File: config.mk
export PLATFORM = sky130hd
export DESIGN_NAME = pmu_serial_feeder
export DESIGN_NICKNAME = d
export VERILOG_FILES = /design/src/rtl/pmu_serial_feeder.sv
export SDC_FILE = /design/constraint.sdc
export NUM_CORES = 1
export LEC_CHECK = 0
export BUFFER_PORTS_ARGS = -buffer_cell sky130_fd_sc_hd__clkbuf_2
export CAP_MARGIN = 20
export CORE_UTILIZATION = 50
export CTS_BUF_LIST = sky130_fd_sc_hd__clkbuf_4 sky130_fd_sc_hd__clkbuf_8
export CTS_CLUSTER_DIAMETER = 200
export DETAILED_ROUTE_END_ITERATION = 10
export GPL_ROUTABILITY_DRIVEN = 0
export PLACE_DENSITY = 0.7
export SYNTH_ARGS = -nofsm -noshare
export SYNTH_HDL_FRONTEND = slang
export SYNTH_SLANG_ARGS = --single-unit
File: constraint.sdc
create_clock -name clk -period 4.4 [get_ports clk]
set_input_delay 0.44 -clock clk [delete_from_list [all_inputs] [get_ports clk]]
set_output_delay 0.44 -clock clk [all_outputs]
set_load 0.005 [all_outputs]
File: src/rtl/pmu_serial_feeder.sv
// pmu_serial_feeder: converts host word packets (header + payload) into the PMU's stall-free serial stream.
// Optional opcode whitelist on headers is enabled by defining PMU_FEEDER_OPCODE_CHECK_EN.
module pmu_serial_feeder #(
    parameter int WORD_WIDTH   = 32,
    parameter int HEADER_WIDTH = 32,
    parameter int DRAIN_CYCLES = 160,
    parameter int LEN_MAX      = 4096
) (
    input  logic                  clk,
    input  logic                  rst_n,
    input  logic                  s_valid,
    output logic                  s_ready,
    input  logic [WORD_WIDTH-1:0] s_data,
    input  logic                  s_last,
    input  logic                  pwr_up_req,
    output logic                  en,
    output logic                  data_o,
    output logic                  pwr_up_en,
    output logic                  busy,
    output logic [1:0]            err_o,
    output logic [2:0]            o_dbg_state
);

    localparam int CNT_W  = 28;
    localparam int WPOS_W = $clog2(WORD_WIDTH);
    localparam logic [CNT_W-1:0]  HDR_LAST   = CNT_W'(HEADER_WIDTH - 1);
    localparam logic [CNT_W-1:0]  DRAIN_LOAD = CNT_W'(DRAIN_CYCLES);
    localparam logic [CNT_W-1:0]  LEN_LIMIT  = CNT_W'(LEN_MAX);
    localparam logic [WPOS_W-1:0] WPOS_LAST  = WPOS_W'(WORD_WIDTH - 1);

    typedef enum logic [2:0] {
        IDLE  = 3'd0,
        START = 3'd1,
        HDR   = 3'd2,
        PAY   = 3'd3,
        DRAIN = 3'd4,
        PWRUP = 3'd5,
        FLUSH = 3'd6
    } state_t;

    state_t                r_state;
    logic                  r_init;
    logic                  r_en;
    logic                  r_data_o;
    logic                  r_pwr_up_en;
    logic                  r_busy;
    logic [1:0]            r_err;
    logic                  r_pwr_pend;
    logic [CNT_W-1:0]      r_cnt;
    logic [CNT_W-1:0]      r_len;
    logic [CNT_W-1:0]      r_words_left;
    logic [WPOS_W-1:0]     r_wpos;
    logic [HEADER_WIDTH-1:0] r_hdr_sh;
    logic [WORD_WIDTH-1:0] r_shift;
    logic [WORD_WIDTH-1:0] r_buf;
    logic                  r_buf_vld;
    logic                  r_got_last;
    logic                  r_zero;

    logic                  w_s_ready;
    logic                  w_hs;
    logic                  w_fetch;
    logic                  w_boundary;
    logic                  w_src_vld;
    logic [WORD_WIDTH-1:0] w_src;
    logic [CNT_W-1:0]      w_hdr_len;
    logic [CNT_W-1:0]      w_hdr_words;
    logic                  w_op_bad;
    logic                  w_hdr_bad;
    logic                  w_ld_bit;
    logic [WORD_WIDTH-1:0] w_ld_shift;
    logic                  w_ld_zero;
    logic                  w_ld_under;

    // Stream handshake: a word transfers on a rising edge where s_valid and s_ready are both high;
    // s_ready depends only on registered state, never on s_valid.
    always_comb begin
        w_s_ready = 1'b0;
        case (r_state)
            IDLE:            w_s_ready = r_init;
            START, HDR, PAY: w_s_ready = !r_buf_vld && (r_words_left != '0) && !r_got_last && !r_zero;
            FLUSH:           w_s_ready = 1'b1;
            default:         w_s_ready = 1'b0;
        endcase
    end

    assign w_hs    = s_valid && w_s_ready;
    assign w_fetch = w_hs && ((r_state == START) || (r_state == HDR) || (r_state == PAY));

    assign w_hdr_len   = s_data[WORD_WIDTH-1:4];
    assign w_hdr_words = {5'd0, w_hdr_len[CNT_W-1:5]} + {{(CNT_W-1){1'b0}}, |w_hdr_len[4:0]};

`ifdef PMU_FEEDER_OPCODE_CHECK_EN
    logic [3:0] w_hdr_op;
    assign w_hdr_op = s_data[3:0];
    assign w_op_bad = !((w_hdr_op == 4'b1010) || (w_hdr_op == 4'b0001) || (w_hdr_op == 4'b0010));
`else
    assign w_op_bad = 1'b0;
`endif

    // A single-word header packet is malformed whatever its length says.
    assign w_hdr_bad = s_last || (w_hdr_len == '0) || (w_hdr_len > LEN_LIMIT) || w_op_bad;

    // A word boundary is the edge that loads bit 0 of the next payload word.
    assign w_boundary = ((r_state == HDR) && (r_cnt == HDR_LAST)) ||
                        ((r_state == PAY) && (r_cnt != CNT_W'(1)) && (r_wpos == WPOS_LAST));

    // An empty buffer at the boundary may be bypassed by a word arriving on that same edge.
    assign w_src_vld = r_buf_vld || w_fetch;
    assign w_src     = r_buf_vld ? r_buf : s_data;

    always_comb begin
        w_ld_bit   = 1'b0;
        w_ld_shift = '0;
        w_ld_zero  = r_zero;
        w_ld_under = 1'b0;
        if (r_zero) begin
            w_ld_zero = 1'b1;
        end else if (w_src_vld) begin
            w_ld_bit   = w_src[0];
            w_ld_shift = w_src >> 1;
        end else if (r_got_last) begin
            w_ld_zero = 1'b1;
        end else begin
            w_ld_zero  = 1'b1;
            w_ld_under = 1'b1;
        end
    end

    always_ff @(posedge clk or negedge rst_n) begin
        if (!rst_n) begin
            r_state      <= IDLE;
            r_init       <= 1'b0;
            r_en         <= 1'b0;
            r_data_o     <= 1'b0;
            r_pwr_up_en  <= 1'b0;
            r_busy       <= 1'b0;
            r_err        <= 2'd0;
            r_pwr_pend   <= 1'b0;
            r_cnt        <= '0;
            r_len        <= '0;
            r_words_left <= '0;
            r_wpos       <= '0;
            r_hdr_sh     <= '0;
            r_shift      <= '0;
            r_buf        <= '0;
            r_buf_vld    <= 1'b0;
            r_got_last   <= 1'b0;
            r_zero       <= 1'b0;
        end else begin
            r_init      <= 1'b1;
            r_en        <= 1'b0;
            r_pwr_up_en <= 1'b0;

            if (w_fetch) begin
                r_words_left <= r_words_left - CNT_W'(1);
                if (s_last) begin
                    r_got_last <= 1'b1;
                    if (r_words_left != CNT_W'(1)) begin
                        r_err <= 2'd2;
                    end
                end
                if (!w_boundary) begin
                    r_buf     <= s_data;
                    r_buf_vld <= 1'b1;
                end
            end
            if (w_boundary) begin
                r_buf_vld <= 1'b0;
            end

            case (r_state)
                IDLE: begin
                    r_data_o <= 1'b0;
                    if (w_hs) begin
                        r_hdr_sh     <= s_data;
                        r_len        <= w_hdr_len;
                        r_words_left <= w_hdr_words;
                        r_got_last   <= 1'b0;
                        r_zero       <= 1'b0;
                        r_buf_vld    <= 1'b0;
                        if (pwr_up_req) begin
                            r_pwr_pend <= 1'b1;
                        end
                        if (w_hdr_bad) begin
                            r_err <= 2'd3;
                            if (!s_last) begin
                                r_state <= FLUSH;
                                r_busy  <= 1'b1;
                            end
                        end else begin
                            r_err   <= 2'd0;
                            r_state <= START;
                            r_en    <= 1'b1;
                            r_busy  <= 1'b1;
                        end
                    end else if (pwr_up_req || r_pwr_pend) begin
                        r_pwr_pend  <= 1'b0;
                        r_state     <= PWRUP;
                        r_pwr_up_en <= 1'b1;
                        r_busy      <= 1'b1;
                    end
                end
                START: begin
                    r_data_o <= r_hdr_sh[0];
                    r_hdr_sh <= r_hdr_sh >> 1;
                    r_cnt    <= '0;
                    r_state  <= HDR;
                end
                HDR: begin
                    if (r_cnt == HDR_LAST) begin
                        r_state  <= PAY;
                        r_cnt    <= r_len;
                        r_wpos   <= '0;
                        r_data_o <= w_ld_bit;
                        r_shift  <= w_ld_shift;
                        r_zero   <= w_ld_zero;
                        if (w_ld_under) begin
                            r_err <= 2'd1;
                        end
                    end else begin
                        r_cnt    <= r_cnt + CNT_W'(1);
                        r_data_o <= r_hdr_sh[0];
                        r_hdr_sh <= r_hdr_sh >> 1;
                    end
                end
                PAY: begin
                    if (r_cnt == CNT_W'(1)) begin
                        r_data_o <= 1'b0;
                        // Only a properly terminated packet skips the flush of trailing host words.
                        if (r_got_last) begin
                            r_state <= DRAIN;
                            r_cnt   <= DRAIN_LOAD;
                        end else begin
                            r_state <= FLUSH;
                        end
                    end else begin
                        r_cnt  <= r_cnt - CNT_W'(1);
                        r_wpos <= r_wpos + WPOS_W'(1);
                        if (r_wpos == WPOS_LAST) begin
                            r_data_o <= w_ld_bit;
                            r_shift  <= w_ld_shift;
                            r_zero   <= w_ld_zero;
                            if (w_ld_under) begin
                                r_err <= 2'd1;
                            end
                        end else begin
                            r_data_o <= r_zero ? 1'b0 : r_shift[0];
                            r_shift  <= r_shift >> 1;
                        end
                    end
                end
                DRAIN: begin
                    r_data_o <= 1'b0;
                    if (r_cnt == CNT_W'(1)) begin
                        r_state <= IDLE;
                        r_busy  <= 1'b0;
                    end else begin
                        r_cnt <= r_cnt - CNT_W'(1);
                    end
                end
                PWRUP: begin
                    r_state <= DRAIN;
                    r_cnt   <= DRAIN_LOAD;
                end
                FLUSH: begin
                    r_data_o <= 1'b0;
                    if (w_hs && s_last) begin
                        r_state <= DRAIN;
                        r_cnt   <= DRAIN_LOAD;
                    end
                end
                default: begin
                    r_state <= IDLE;
                    r_busy  <= 1'b0;
                end
            endcase
        end
    end

    assign s_ready     = w_s_ready;
    assign en          = r_en;
    assign data_o      = r_data_o;
    assign pwr_up_en   = r_pwr_up_en;
    assign busy        = r_busy;
    assign err_o       = r_err;
    assign o_dbg_state = r_state;

endmodule

Word-level counts from Yosys, hierarchy flattened
Index checks and enable logic that the tools add are counted.
{"block": "totals", "ff_bits": 199, "input_bits": 37, "out_inout_bits": 10}
{"block": "classes", "addsub": 5, "order_cmp": 1, "eq_ne": 24, "n_mux": 83, "n_bitwise": 2, "n_reduce_logical": 41}
{"operator": "28-bit two-way mux", "count": 8}
{"operator": "32-bit two-way mux", "count": 6}
{"operator": "28-bit case mux with 6 select lines", "count": 1}
{"operator": "32-bit case mux with 3 select lines", "count": 1}
{"operator": "32-bit case mux with 2 select lines", "count": 1}
{"operator": "31-bit two-way mux", "count": 2}
{"operator": "28-bit by 1-bit inequality test with 1-bit output (second input constant)", "count": 2}
{"operator": "28-bit by 1-bit subtractor with 28-bit output (second input constant)", "count": 2}
{"operator": "1-bit two-way mux", "count": 37}
{"operator": "28-bit by 1-bit adder with 28-bit output (second input constant)", "count": 1}
{"operator": "28-bit by 1-bit equality test with 1-bit output (second input constant)", "count": 1}
{"operator": "28-bit by 5-bit equality test with 1-bit output (second input constant)", "count": 1}
{"operator": "28-bit by 13-bit > comparator with 1-bit output (second input constant)", "count": 1}
{"operator": "28-bit logical NOT", "count": 1}
{"operator": "28-bit nonzero test", "count": 1}
{"operator": "23-bit by 1-bit adder with 24-bit output", "count": 1}
{"operator": "3-bit two-way mux", "count": 8}
{"operator": "3-bit case mux with 7 select lines", "count": 1}
{"operator": "2-bit two-way mux", "count": 10}
{"operator": "2-bit inequality test (second input constant)", "count": 7}
{"operator": "5-bit two-way mux", "count": 2}
{"operator": "5-bit case mux with 2 select lines", "count": 1}
{"operator": "5-bit OR reduction", "count": 2}
{"operator": "3-bit equality test (second input constant)", "count": 3}
{"operator": "25 further kinds", "count": 55}

Logic depth before layout (Yosys ltp)
{"block": "depth", "ltp_word": 14, "depth_mapped": 11, "depth_no_buf": 11}

Worst setup path before layout
Ideal clock, no wire load.
{"block": "synth_timing", "path_kind": "register to register", "start": "register r_cnt[18]", "end": "register r_buf[10]", "t_arrival_ps": 3023, "t_required_ps": 4275, "path_slack_ps": 1251, "path_stages_with_launch": 11, "n_path_buf": 3, "synth_period_minus_slack_ps": 3149, "cell_sequence": "dfrtp_1 or4_4 or4b_1 buf_2 or3_1 buf_6 and3_4 o21ai_4 nand2_4 buf_6 mux2_4"}
{"block": "synth_via", "elab_chain_len": 6, "word_cells_on_any_way": 8}
{"element": "start, declared", "line_no": "49", "text": "logic [CNT_W-1:0] r_cnt;"}
{"element": "start signal, assigned", "line_no": "213", "text": "r_cnt <= r_len;"}
{"element": "start signal, assigned", "line_no": "222", "text": "r_cnt <= r_cnt + CNT_W'(1);"}
{"element": "start signal, assigned", "line_no": "238", "text": "r_cnt <= r_cnt - CNT_W'(1);"}
{"element": "28-bit by 1-bit inequality test with 1-bit output", "line_no": "106", "text": "((r_state == PAY) && (r_cnt != CNT_W'(1)) && (r_wpos == WPOS_LAST));"}
{"element": "1-bit logical AND (2 in a row)", "line_no": "106"}
{"element": "1-bit logical OR *", "line_no": "105", "text": "assign w_boundary = ((r_state == HDR) && (r_cnt == HDR_LAST)) ||"}
{"element": "1-bit inverter (no line) *"}
{"element": "2-bit AND reduction (no line) *"}
{"element": "end signal, assigned", "line_no": "164", "text": "r_buf <= s_data;"}
{"element": "end, declared", "line_no": "55", "text": "logic [WORD_WIDTH-1:0] r_buf;"}
Every way passes the cells marked *; elsewhere a longest branch is shown, timed or not.
A chain may end at the register's enable or synchronous reset.

Final worst setup path
{"block": "layout_timing", "start": "register r_cnt[16]", "end": "register r_buf[8]"}
The elaborated chain is that of the path after synthesis.

==> results.cfg <==
[run_status]
status = finished, final reports clean

[timing]
setup_tns_ns = 0
hold_viol_final = 0
slew-limit-headroom = 0.261
fin_skew_ns = 0.0175
min_period_over_period = 0.856
grt_setup_unrepaired = false
max_freq_ghz = 0.265
setup_slack_ns = 0.632
worst_slew_pin_slew_ns = 1.10
fin_crit_ns = 3.77
setup_violations = 0
maxSlewViolCount = 0

[grt]
grt_overflow = 0
grt_max_degree = 96
grt_pass1_vias = 9252
grt_pass1_wl_um = 49700
antenna_found_initial = 1
grt_usage = 0.269

[synth]
synth-main-ff-cell = dfrtp_1
yosys.area.top_type_share = 0.435
synth_compound_area_frac = 0.154
async_flop_share = 1.00
syn-cell-area_mm2 = 0.0114
synth_xor_area_frac = 0.0346
ys_seq_area_frac = 0.435
synth-adder-area-share = 0.00989
post_synth_num_cell_types = 75
avgSynthCellArea_um2 = 9.03
synth_edf_count = 0
syn_inst = 1262
yosysMostFrequentCell = nand2_1
muxShareOfSynthArea = 0.127
ys_ff_latch = 198
synth_top_family_by_area = simple AND/OR/NAND/NOR gates
yosysWarnings = 0
netlist_top_cells_area = dfrtp_1 43%, nand2_1 7.2%, o21ai_0 5.6%
synth_top_area_cell = dfrtp_1
synth_common_cells = 217 x nand2_1, 198 x dfrtp_1, 127 x o21ai_0, 97 x nor2_1, 78 x clkbuf_1
yosys.area_share.simple = 0.200
syn_nets = 1308

[clock_network]
cts-htree-levels = 4
post_cts_resized = 0
cts_root_buf = clkbuf_8
clock_latency_ns = 0.49
cts_buffers = 17
cts_sinks = 198
clk_pin_slew_ns = 0.10
cts_tree = done
cts_buffer_depth = 2

[power_and_ir_drop]
p_per_area_mw_per_mm2 = 627
power_leakage_nw = 5.31
irDropWorstVdd_mv = 0.277

[floorplanning]
die_w_um = 153
rows = 54
die-area_mm2 = 0.0234
start_util = 0.516
num_io_pins = 47
coreArea_mm2 = 0.0221
dieHeight_um = 153

[routing]
wl_per_cell_um = 19.5
drc = 0
antenna_left = 0
vias_per_cell = 6.19
drt_wl_total_um = 30200
drt_iter0_drc = 837
first_pass_iters = 5
vias = 9610

[placement]
dp.cells = 1518
port_buffers = 46
post-dp-hpwl_um = 20500
place_ws_ns = 0.708

[finish]
fill_cells = 1992
nNetsFinal = 1305
final_util = 0.555
final_layout_size_suffix_gt1_frac = 0.141
final_cells = 1552
syn2layout_area_growth_pct = 7.68
antennaDiodeCount = 0

[worst_setup_path]
worstSetupStartpointType = register
path_class = reg2reg
crit_required_ns = 4.77
critPathArrivalTime_ns = 4.14
r2r_cells = 7
cp_max_fo = 32
end_kind = register

[flow_run]
drv_cap = 0

[hold_path]
hold_depth = 3
hp-class = in2reg
critical path, stage by stage, from the launching register on:
cell and delay [ns]:
dfrtp_1 0.51, or4_4 0.55, or4b_1 0.68, or3_1 0.57, and3_4 0.28, o21ai_4 0.23, nand2_4 0.37, mux2_4 0.44
per-layer routing:
metal | routed length [um] | global-route usage
met4 | 661 | 0.0943
met3 | 1930 | 0.0533
met5 | 13 | 0
met2 | 13500 | 0.412
met1 | 14100 | 0.379
kinds of logic (layout without fill, tap and decap cells):
logic type               Yosys count  count (layout)
AO/OA/AOI/OAI                    284             284
buffers and inverters            109             119
XOR/XNOR                          45              45
multiplexers                     125             125
other                              1               1
flip-flops                       198             198
AND/OR/NAND/NOR                  491             491
adder cells (fa/ha/maj)            9               9
state kept, by name (all words and copies together), names as in the netlist, 2 cells and up:
signal,flops
err_o,2
o_dbg_state,3
r_wpos,5
r_hdr_sh,32
r_cnt,28
r_len,28
r_words_left,28
r_buf,32
r_shift,31
placed cells by master (no fill, tap or decap), types with 21 or more instances in the layout:
master,netlist,layout
a21oi_1,48,48
buf_4,0,22
clkbuf_2,0,45
clkbuf_8,0,21
dfrtp_1,198,197
mux2_4,30,30
mux2i_1,63,63
nand2_1,217,216
nand3_1,30,30
nor2_1,97,94
nor3_1,36,36
nor4_1,22,22
o21ai_0,127,127
xnor2_1,25,25
path summary, 6_finish.rpt:
check	end	start	slack, ns
worst max-delay path	r_buf[8]	r_cnt[16]	0.63
worst min-delay path	pwr_up_en	pwr_up_req	0.20
worst max register to register	r_buf[8]	r_cnt[16]	0.63
worst min register to register	r_hdr_sh[23]	r_hdr_sh[23]	0.49
max in group asynchronous	r_shift[14]	rst_n	2.92
min in group asynchronous	r_words_left[21]	rst_n	0.48
layout make-up:
class | count | area [um2] | share of cell area
flip-flops and latches | 198 | 4960 | 0.404
inverters | 16 | 60.1 | 0.00490
well taps | 280 | 350 | 0.0286
clock inverters | 10 | 134 | 0.0109
repair buffers | 71 | 454 | 0.0370
clock buffers | 22 | 290 | 0.0237
multi-input cells | 955 | 6020 | 0.491
what timing repair did:
| action | CTS | global route |
|---|---|---|
| hold buffers | 1 | 0 |
| setup buffers | 0 | 0 |
| hold endpoints to repair | 54 | 0 |
metrics by stage:
step	total power, mW	area [um2]	hold slack, ns
final	7.69	12300	0.204
after global routing	8.21	12300	0.204
after CTS	7.65	12200	0.185
after detailed placement	6.37	11800	0.458
after global placement	6.25	11800	0.457
after floorplan	5.46	11400	0.144
report_power, final:
| part | internal [mW] | leakage, nW | switching (mW) |
|---|---|---|---|
| Sequential | 2.56 | 2.53 | 0.684 |
| Combinational | 1.36 | 2.57 | 1.81 |
| Clock | 0.580 | 0.216 | 0.694 |
| Total | 4.50 | 5.31 | 3.19 |
Note: power is estimated with default switching activity, not from simulation.
